**src/rtl/mem_arb_pkg.sv**
```systemverilog
// Shared constants and tag layout for the memory-port arbiter and its tag FIFO.
package mem_arb_pkg;

    localparam logic OWNER_FETCH = 1'b0;
    localparam logic OWNER_DATA  = 1'b1;

    localparam logic ST_IDLE   = 1'b0;
    localparam logic ST_LOCKED = 1'b1;

    localparam logic [1:0] SIZE_WORD = 2'b10;

    typedef struct packed {
        logic owner;
        logic drop;
    } tag_t;

    localparam int TAG_W = $bits(tag_t);

endpackage

```
**src/rtl/mem_arb_tag_fifo.sv**
```systemverilog
// In-order owner/drop tag FIFO; flush_fetch marks every fetch-owned entry as dropped.
module mem_arb_tag_fifo
    import mem_arb_pkg::*;
#(
    parameter int DEPTH = 4
) (
    input  logic                     clk,
    input  logic                     reset,
    input  logic                     push,
    input  logic [TAG_W-1:0]         push_tag,
    input  logic                     pop,
    input  logic                     flush_fetch,
    output logic [TAG_W-1:0]         head_tag,
    output logic                     full,
    output logic                     empty,
    output logic [$clog2(DEPTH):0]   count
);

    localparam int PTR_W = $clog2(DEPTH);
    localparam int CNT_W = PTR_W + 1;

    tag_t             entries [DEPTH];
    logic [PTR_W-1:0] wptr;
    logic [PTR_W-1:0] rptr;

    always_ff @(posedge clk) begin
        if (reset) begin
            wptr  <= '0;
            rptr  <= '0;
            count <= '0;
            for (int i = 0; i < DEPTH; i++) begin
                entries[i].drop <= 1'b0;
            end
        end else begin
            for (int i = 0; i < DEPTH; i++) begin
                if (flush_fetch && entries[i].owner == OWNER_FETCH) begin
                    entries[i].drop <= 1'b1;
                end
            end
            // The pushed tag already carries a same-cycle flush, so it overrides the loop.
            if (push) begin
                entries[wptr] <= tag_t'(push_tag);
                wptr          <= wptr + 1'b1;
            end
            if (pop) begin
                rptr <= rptr + 1'b1;
            end
            if (push && !pop) begin
                count <= count + 1'b1;
            end else if (pop && !push) begin
                count <= count - 1'b1;
            end
        end
    end

    assign head_tag = entries[rptr];
    assign empty    = (count == '0);
    assign full     = (count == CNT_W'(DEPTH));

endmodule

```
**src/rtl/mem_port_arbiter.sv**
```systemverilog
// Shares one memory port between fetch and data; optional fetch anti-starvation
// under the MEM_ARB_FAIRNESS_EN macro.
module mem_port_arbiter
    import mem_arb_pkg::*;
#(
    parameter int MAX_OUTSTANDING = 4,
    parameter int STARVE_LIMIT    = 4
) (
    input  logic        clk,
    input  logic        reset,
    input  logic        fetch_req_valid,
    output logic        fetch_req_ready,
    input  logic [31:0] fetch_addr,
    input  logic        fetch_flush,
    output logic        fetch_rsp_valid,
    output logic [31:0] fetch_rsp_data,
    output logic        fetch_rsp_error,
    input  logic        data_req_valid,
    output logic        data_req_ready,
    input  logic [31:0] data_addr,
    input  logic [31:0] data_wdata,
    input  logic        data_we,
    input  logic [1:0]  data_size,
    output logic        data_rsp_valid,
    output logic [31:0] data_rsp_data,
    output logic        data_rsp_error,
    output logic        mem_req_valid,
    input  logic        mem_req_ready,
    output logic [31:0] mem_addr,
    output logic [31:0] mem_wdata,
    output logic        mem_we,
    output logic [1:0]  mem_size,
    input  logic        mem_rsp_valid,
    input  logic [31:0] mem_rsp_data,
    input  logic        mem_rsp_error
);

    if (MAX_OUTSTANDING < 2 || (MAX_OUTSTANDING & (MAX_OUTSTANDING - 1)) != 0 ||
        STARVE_LIMIT < 1) begin : g_param_check
        $error("mem_port_arbiter: MAX_OUTSTANDING must be a power of 2 >= 2, STARVE_LIMIT >= 1");
    end

    logic                             state_q;
    logic                             owner_q;
    logic                             sel_owner;
    logic                             force_fetch;
    logic                             has_room;
    logic                             req_live;
    logic                             accept;
    logic                             pop;
    logic [TAG_W-1:0]                 push_tag;
    logic [TAG_W-1:0]                 head_tag;
    tag_t                             head;
    logic                             tag_full;
    logic                             tag_empty;
    logic [$clog2(MAX_OUTSTANDING):0] tag_count_unused;

`ifdef MEM_ARB_FAIRNESS_EN
    localparam int STARVE_W = $clog2(STARVE_LIMIT + 1);
    logic [STARVE_W-1:0] starve_q;

    always_ff @(posedge clk) begin
        if (reset) begin
            starve_q <= '0;
        end else if (!fetch_req_valid || (accept && sel_owner == OWNER_FETCH)) begin
            starve_q <= '0;
        end else if (accept && sel_owner == OWNER_DATA &&
                     starve_q != STARVE_W'(STARVE_LIMIT)) begin
            starve_q <= starve_q + 1'b1;
        end
    end

    assign force_fetch = (starve_q == STARVE_W'(STARVE_LIMIT));
`else
    assign force_fetch = 1'b0;
`endif

    always_comb begin
        if (state_q == ST_LOCKED) begin
            sel_owner = owner_q;
        end else if (force_fetch && fetch_req_valid) begin
            sel_owner = OWNER_FETCH;
        end else if (data_req_valid) begin
            sel_owner = OWNER_DATA;
        end else begin
            sel_owner = OWNER_FETCH;
        end
    end

    // A response popping this cycle frees a slot, so a full FIFO can still admit one request.
    assign pop      = mem_rsp_valid && !tag_empty && !reset;
    assign has_room = (state_q == ST_LOCKED) || !tag_full || pop;
    assign req_live = has_room && !reset;

    assign mem_req_valid   = req_live && ((sel_owner == OWNER_DATA) ? data_req_valid : fetch_req_valid);
    assign fetch_req_ready = req_live && (sel_owner == OWNER_FETCH) && mem_req_ready;
    assign data_req_ready  = req_live && (sel_owner == OWNER_DATA) && mem_req_ready;
    assign accept          = mem_req_valid && mem_req_ready;

    assign mem_addr  = (sel_owner == OWNER_DATA) ? data_addr  : fetch_addr;
    assign mem_wdata = (sel_owner == OWNER_DATA) ? data_wdata : 32'h0;
    assign mem_we    = (sel_owner == OWNER_DATA) && data_we;
    assign mem_size  = (sel_owner == OWNER_DATA) ? data_size  : SIZE_WORD;

    assign push_tag = {sel_owner, (sel_owner == OWNER_FETCH) && fetch_flush};

    always_ff @(posedge clk) begin
        if (reset) begin
            state_q <= ST_IDLE;
            owner_q <= OWNER_FETCH;
        end else if (state_q == ST_IDLE) begin
            if (mem_req_valid && !mem_req_ready) begin
                state_q <= ST_LOCKED;
                owner_q <= sel_owner;
            end
        end else if (accept) begin
            state_q <= ST_IDLE;
        end
    end

    mem_arb_tag_fifo #(
        .DEPTH(MAX_OUTSTANDING)
    ) u_tag_fifo (
        .clk         (clk),
        .reset       (reset),
        .push        (accept),
        .push_tag    (push_tag),
        .pop         (pop),
        .flush_fetch (fetch_flush),
        .head_tag    (head_tag),
        .full        (tag_full),
        .empty       (tag_empty),
        .count       (tag_count_unused)
    );

    assign head = tag_t'(head_tag);

    assign fetch_rsp_valid = pop && head.owner == OWNER_FETCH && !head.drop && !fetch_flush;
    assign data_rsp_valid  = pop && head.owner == OWNER_DATA;
    assign fetch_rsp_data  = mem_rsp_data;
    assign fetch_rsp_error = mem_rsp_error;
    assign data_rsp_data   = mem_rsp_data;
    assign data_rsp_error  = mem_rsp_error;

endmodule

```
**config.mk**
```make
export PLATFORM = sky130hd
export DESIGN_NAME = mem_port_arbiter
export DESIGN_NICKNAME = d
export VERILOG_FILES = /design/src/rtl/mem_arb_pkg.sv /design/src/rtl/mem_arb_tag_fifo.sv /design/src/rtl/mem_port_arbiter.sv
export SDC_FILE = /design/constraint.sdc
export NUM_CORES = 1
export LEC_CHECK = 0
export ABC_AREA = 1
export BUFFER_PORTS_ARGS = -buffer_cell sky130_fd_sc_hd__buf_2
export CORE_AREA = 2 2 106 108
export CTS_BUF_LIST = sky130_fd_sc_hd__clkbuf_16
export DETAILED_ROUTE_END_ITERATION = 6
export DIE_AREA = 0 0 108 110
export GPL_TIMING_DRIVEN = 0
export PLACE_DENSITY = 0.55
export SYNTH_ARGS = -nofsm -noshare
export SYNTH_HDL_FRONTEND = slang
export SYNTH_SLANG_ARGS = --single-unit
export TNS_END_PERCENT = 10
```
**constraint.sdc**
```tcl
create_clock -name clk -period 3.1 [get_ports clk]
set_input_delay 0.155 -clock clk [delete_from_list [all_inputs] [get_ports clk]]
set_output_delay 0.155 -clock clk [all_outputs]
set_load 0.01 [all_outputs]
```
==> results.md, run 1 <==
- Drt first pass iters: 4
- Largest net degree at the start of global routing: 14
- Number of global-route vias before repair: 2571
- Post-cts sizing count: 0
- Skew-Pair Late Insertion Delay: ~250 ps
- # setup viols final: 0
- Total power: between 1 and 1.5 mW
- Max-slew violation count: 0
- I/O pins: 277
- WL/cell: 10.30 um
- Net count after synthesis: 528
- Placed cell count: 766
- Pre-CTS setup slack: 927.4 ps
- CTS Buf Count: 3
- TritonCTS clock tree: done
- Reg clk slew, reported paths: ~50 ps
- WHS: 159.3 ps
- Vias/cell: 3.875
- First-pass GRT wire length: 11.03 mm
- Post-route cell area: ~3700 um^2
- Postcts setup bufs: 0
- Maximum fanout along the worst path: 6
- Synth cell types: 25
- Number of synthesized register bits: 19
- Hold WC Path Type: input pin to flip-flop
- Clock sink total: 19
- Max-cap violations: 0
- Fraction of layout instances using a drive strength above 1: 0.5270
- Vias: 2984
- Antenna-violating nets left: 0
- Area Growth Syn to Fin: 65.90%
- Peak VDD IR: 213.8 uV
- Final hold vios: 0
- DRT iter0 DRCs: 90
- Minimum clock period: 2186 ps
- Core Region: 10700 um^2
- DIE AREA: 11880 um^2
- Synthesized instance count: around 380
- Fin crit share: 0.7050
- Setup TNS Final: 0 ps
- Critical path data required time: 3240 ps
- Row count: 38
- Setup CP Type: flip-flop to flip-flop
- # hold bufs at CTS: 0
- RSZ-0062 raised after global routing: no
- Initial Utilization: 0.2085
- Placer Congestion: 0.7787
- Fillers: between 1k and 1.5k
- Synthesized area: approximately 2200 um^2
- CTS H-tree depth: 1
- Clk root buf: clkbuf_16
- Startpoint Class: flip-flop
- Die Height: between 100 and 150 um
- YS warnings: 0
- Diodes inserted: 0
- Clock skew: 1.643 ps
- Non-Filler Instances: 770
- Nets: 776
- Rel. slew slack: 0.7368
- Leakage power: 2.444 nW
- WL final: 7.932 mm
- DP Area: 3622 um^2
- Fmax: 0.4575 GHz
- Final core utilization: 0.3460
- Initial antenna violation count: 0
- Setup WS post-layout: 914.4 ps
- Status: completed
- Slew @ Worst Pin: 394.9 ps
- Max Root-Sink Buffers: 2
- GR Overflow Total: 0
- Number of port buffers: 243
- Critical Path AT: 2320 ps
- Post-synthesis sequential area ratio: 0.1929
- Residual DRC: 0
- CP Capture Type: flip-flop
- Synthesized area per cell: 5.825 um^2
- Pwr/cell area: 304.7 nW/um^2
- GRT Util Overall: 0.1112
- HPWL after DPL: roughly 7 mm
- Die W: approximately 110 um
==> synth_stat cells <==
cell | instances | area, um^2
a21oi_1 | 9 | 45.04
buf_2 | 7 | 35.03
buf_4 | 68 | 510.5
buf_6 | 3 | 33.78
clkbuf_1 | 1 | 3.750
dfxtp_1 | 14 | 280.3
edfxtp_1 | 5 | 150.1
fa_1 | 1 | 20.02
ha_1 | 5 | 62.56
inv_1 | 56 | 210.2
inv_2 | 1 | 3.750
nand2_1 | 115 | 431.7
nand2_2 | 4 | 25.02
nand3_1 | 10 | 50.05
nand3_2 | 1 | 10.01
nand3b_1 | 1 | 7.510
nand4_1 | 5 | 31.28
nor2_1 | 63 | 236.5
nor2_4 | 1 | 11.26
o211ai_1 | 1 | 7.510
o21ai_0 | 8 | 40.04
o21ai_1 | 1 | 5.000
o21bai_1 | 1 | 7.510
or2_1 | 1 | 6.260
or2_2 | 1 | 6.260
==> layout make-up <==
type	instances	area, um^2	share of cell area
Multi-Input combinational cell	228	1003	0.2711
Sequential cell	19	430.4	0.1163
Timing Repair Buffer	243	1216	0.3286
Buffer	79	583.1	0.1575
Inverter	57	214.0	0.05781
Clock buffer	3	75.07	0.02028
Clock inverter	1	3.754	0.001014
Tap cell	140	175.2	0.04733
==> worst max-delay path: stages, from the launching register on <==
cell and delay (ps):
dfxtp_1 400, nor2_1 90, nand3_1 150, nand2_2 80, nor2_4 150, nand2_1 70, inv_1 80, ha_1 140
inv_1 70, fa_1 390, a21oi_1 140, o21ai_0 110, o21ai_0 160, a21oi_1 50
==> final timing paths <==
| path | start | to | slack (ps) | depth (start not counted) |
|---|---|---|---|---|
| min reg2reg | u_tag_fifo.rptr[1] | u_tag_fifo.rptr[1] | 470 | 2 |
| max | u_tag_fifo.count[0] | u_tag_fifo.count[2] | 910 | 13 |
| max reg2reg | u_tag_fifo.count[0] | u_tag_fifo.count[2] | 910 | 13 |
| min | data_req_valid | owner_q | 160 | 3 |
==> per-layer routing <==
metal  track usage  vias up  routed length [um]
met5             0        -                   0
met4       0.01465        0                  34
met3       0.01470        4                 605
met2        0.2125      139                4184
met1        0.1358     1278                3108
li1              -     1563                   -
==> kinds of logic (layout without fill, tap and decap cells) <==
| group | after synthesis | count (layout) | share of synthesized area |
|---|---|---|---|
| fa+ha+maj | 6 | 6 | 0.03702 |
| compound gates | 20 | 20 | 0.04711 |
| simple gates | 202 | 202 | 0.3657 |
| flops | 19 | 19 | 0.1929 |
| buf+inv | 136 | 383 | 0.3573 |
==> cells in the final DEF (no fill, tap or decap) <==
master / Yosys / routed
a21oi_1: 9 / 9
ha_1: 5 / 5
buf_6: 3 / 3
edfxtp_1: 5 / 5
o21ai_0: 8 / 8
or2_2: 1 / 1
nand2_1: 115 / 115
inv_1: 56 / 57
clkbuf_1: 1 / 1
nand2_2: 4 / 4
dfxtp_1: 14 / 14
inv_2: 1 / 1
o21ai_1: 1 / 1
buf_4: 68 / 68
nand4_1: 5 / 5
nand3b_1: 1 / 1
o211ai_1: 1 / 1
fa_1: 1 / 1
nand3_2: 1 / 1
clkbuf_16: 0 / 3
nor2_1: 63 / 63
nor2_4: 1 / 1
buf_2: 7 / 250
nand3_1: 10 / 10
o21bai_1: 1 / 1
or2_1: 1 / 1
==> report_power, final <==
| part | switching (mW) | internal, mW | total [mW] |
|---|---|---|---|
| Sequential | 0.0194 | 0.278 | 0.298 |
| Combinational | 0.296 | 0.268 | 0.564 |
| Clock | 0.0946 | 0.172 | 0.266 |
| Total | 0.410 | 0.718 | 1.13 |
No activity file was read; power rests on OpenSTA's default activity.
==> run 2: changes to the inputs <==
- CORE_AREA: 2 2 106 108 -> 2 2 108 110
- DIE_AREA: 0 0 108 110 -> 0 0 110 112
- PLACE_DENSITY: 0.55 -> 0.53
- clock period: 3.1 -> 2.15 ns (I/O delays scaled with it)
==> results.md, run 2 (synthesized netlist as in run 1, its figures left out) <==
- Vias: 3009 (+0.84%)
- Pre-CTS setup slack: -33.82 ps (-961.2 ps)
- Fraction of layout instances using a drive strength above 1: 0.5420 (+0.01501)
- Fin crit share: 0.9160 (+0.2109)
- Slew @ Worst Pin: 410.8 ps (+15.91 ps)
- WHS: 114.2 ps (-45.07 ps)
- DIE AREA: 12320 um^2 (+3.7%)
- Drt first pass iters: 4 (unchanged)
- Core Region: 11170 um^2 (+4.5%)
- Antenna-violating nets left: 0 (unchanged)
- Max-cap violations: 0 (unchanged)
- Final core utilization: 0.3343 (-0.01162)
- # setup viols final: 0 (unchanged)
- GRT Util Overall: 0.1219 (+0.01063)
- Clock sink total: 19 (unchanged)
- Rel. slew slack: 0.7262 (-0.01061)
- RSZ-0062 raised after global routing: no
- Row count: 39 (+2.6%)
- WL/cell: 11.06 um (+7.3%)
- Skew-Pair Late Insertion Delay: 250 ps (about the same)
- Initial Utilization: 0.1996 (-0.008896)
- Pwr/cell area: 438.4 nW/um^2 (+44%)
- Die W: 110 um (+1.9%)
- Final hold vios: 0 (unchanged)
- Minimum clock period: 1969 ps (-216.3 ps)
- TritonCTS clock tree: done
- Residual DRC: 0 (unchanged)
- Top delay family on crit path: adder cells
- Vias/cell: 3.888 (+0.32%)
- Area Growth Syn to Fin: 67.47%
- # hold bufs at CTS: 0 (unchanged)
- Reg clk slew, reported paths: 50 ps (about the same)
- Maximum fanout along the worst path: 6 (unchanged)
- Number of port buffers: 243 (unchanged)
- Max Root-Sink Buffers: 2 (unchanged)
- Worst reg2reg path depth: 14 (+1)
- Critical path cell sequence: inv_1 > nand2_1 > nand3_2 > nand2_2 > nor2_4 > nand2_1 > inv_1 > ha_1 > inv_1 > fa_2 > a21oi_2 > o21ai_0 > o21ai_0 > a21oi_1
- Register-to-register setup slack: 180 ps (-730 ps)
- Critical path data required time: 2290 ps (-950 ps)
- Setup CP Type: flip-flop to flip-flop
- Leading cell type in the layout, fill and taps excluded: buf_2
- Most frequent cells in the layout: buf_2, nand2_1, buf_4
- CTS H-tree depth: 1 (unchanged)
- First-pass GRT wire length: 11.98 mm (+8.6%)
- Fmax: 0.5078 GHz (+11%)
- Critical Path End: u_tag_fifo.count[2]
- Nets: 777 (+0.13%)
- Clock skew: 5.243 ps (+3.600 ps)
- WL final: 8.558 mm (+7.9%)
- GR Overflow Total: 0 (unchanged)
- Number of global-route vias before repair: 2563 (-0.31%)
- Worst path most repeated cell: inv_1
- Peak VDD IR: 266.5 uV (+25%)
- Total power: 1.638 mW (+45%)
- Worst r2r dst: u_tag_fifo.count[2]
- HPWL after DPL: 7.521 mm (+8.2%)
- Leakage power: 2.450 nW (+0.24%)
- Initial antenna violation count: 0 (unchanged)
- Largest net degree at the start of global routing: 14 (unchanged)
- CP bufs+invs: 3 (+1)
- CP Capture Type: flip-flop
- Startpoint Class: flip-flop
- I/O pins: 277 (unchanged)
- Critical Path AT: 2110 ps (-210 ps)
- Setup WS post-layout: 180.7 ps (-733.7 ps)
- Critical path depth: 14 (+1)
- Diodes inserted: 0 (unchanged)
- Max-slew violation count: 0 (unchanged)
- Hold WC Path Type: input pin to flip-flop
- Clk root buf: clkbuf_16
- Status: completed
- Placer Congestion: 0.8623 (+11%)
- CTS Buf Count: 3 (unchanged)
- CP max stage delay: 360 ps (-40 ps)
- CP max stage cell: fa_2
- DRT iter0 DRCs: 91 (+1.1%)
- Die Height: 112 um (+1.8%)
[run 2: cell type report]
| class | count | area (um^2) |
|---|---|---|
| fill | 1259 | 7438 |
| buffer | 79 | 583.1 |
| multi-input combinational | 228 | 1021 |
| clock buffer | 3 | 75.07 |
| sequential | 19 | 436.7 |
| clock inverter | 1 | 3.754 |
| inverter | 57 | 214.0 |
| tap | 143 | 178.9 |
| timing repair buffer | 244 | 1224 |
[run 2: power breakdown]
part / switching (mW) / internal, mW
clock: 0.126 / 0.247
combinational: 0.439 / 0.393
sequential: 0.0297 / 0.404
[run 2: worst register-to-register path, stage by stage (launching register included)]
cell	delay, ps
dfxtp_2	350
inv_1	60
nand2_1	80
nand3_2	90
nand2_2	70
nor2_4	90
nand2_1	50
inv_1	80
ha_1	140
inv_1	80
fa_2	360
a21oi_2	130
o21ai_0	100
o21ai_0	160
a21oi_1	50
[run 2: through the flow]
stage	cells	setup TNS [ps]	area, um^2
after floorplan	383	0	2231
after global placement	769	0	3626
after CTS	774	0	3715
final	774	0	3736
after detailed placement	769	-33.82	3626
after global routing	774	0	3736
[run 2: what timing repair did]
action,CTS,global route
gates resized for setup,2,8
buffers inserted,1,0
pin swaps,1,0
endpoints found under the setup margin,1,2
[run 2: worst min-delay path by stage]
| stage | depth (start not counted) | from | slack (ps) | end |
|---|---|---|---|---|
| after CTS | 3 | data_req_valid | 110 | owner_q |
| after global routing | 3 | data_req_valid | 160 | owner_q |
| after floorplan | 2 | data_req_valid | 240 | owner_q |
| after global placement | 3 | data_req_valid | 370 | owner_q |
| after detailed placement | 3 | data_req_valid | 370 | owner_q |
| final | 3 | data_req_valid | 110 | owner_q |
[run 2: routing by layer]
metal	vias up	global-route usage	part of all wire
met4	0	0.02025	0.0082
met1	1270	0.1427	0.39
met3	6	0.02810	0.10
li1	1564	-	-
met5	-	0	0
met2	169	0.2245	0.50
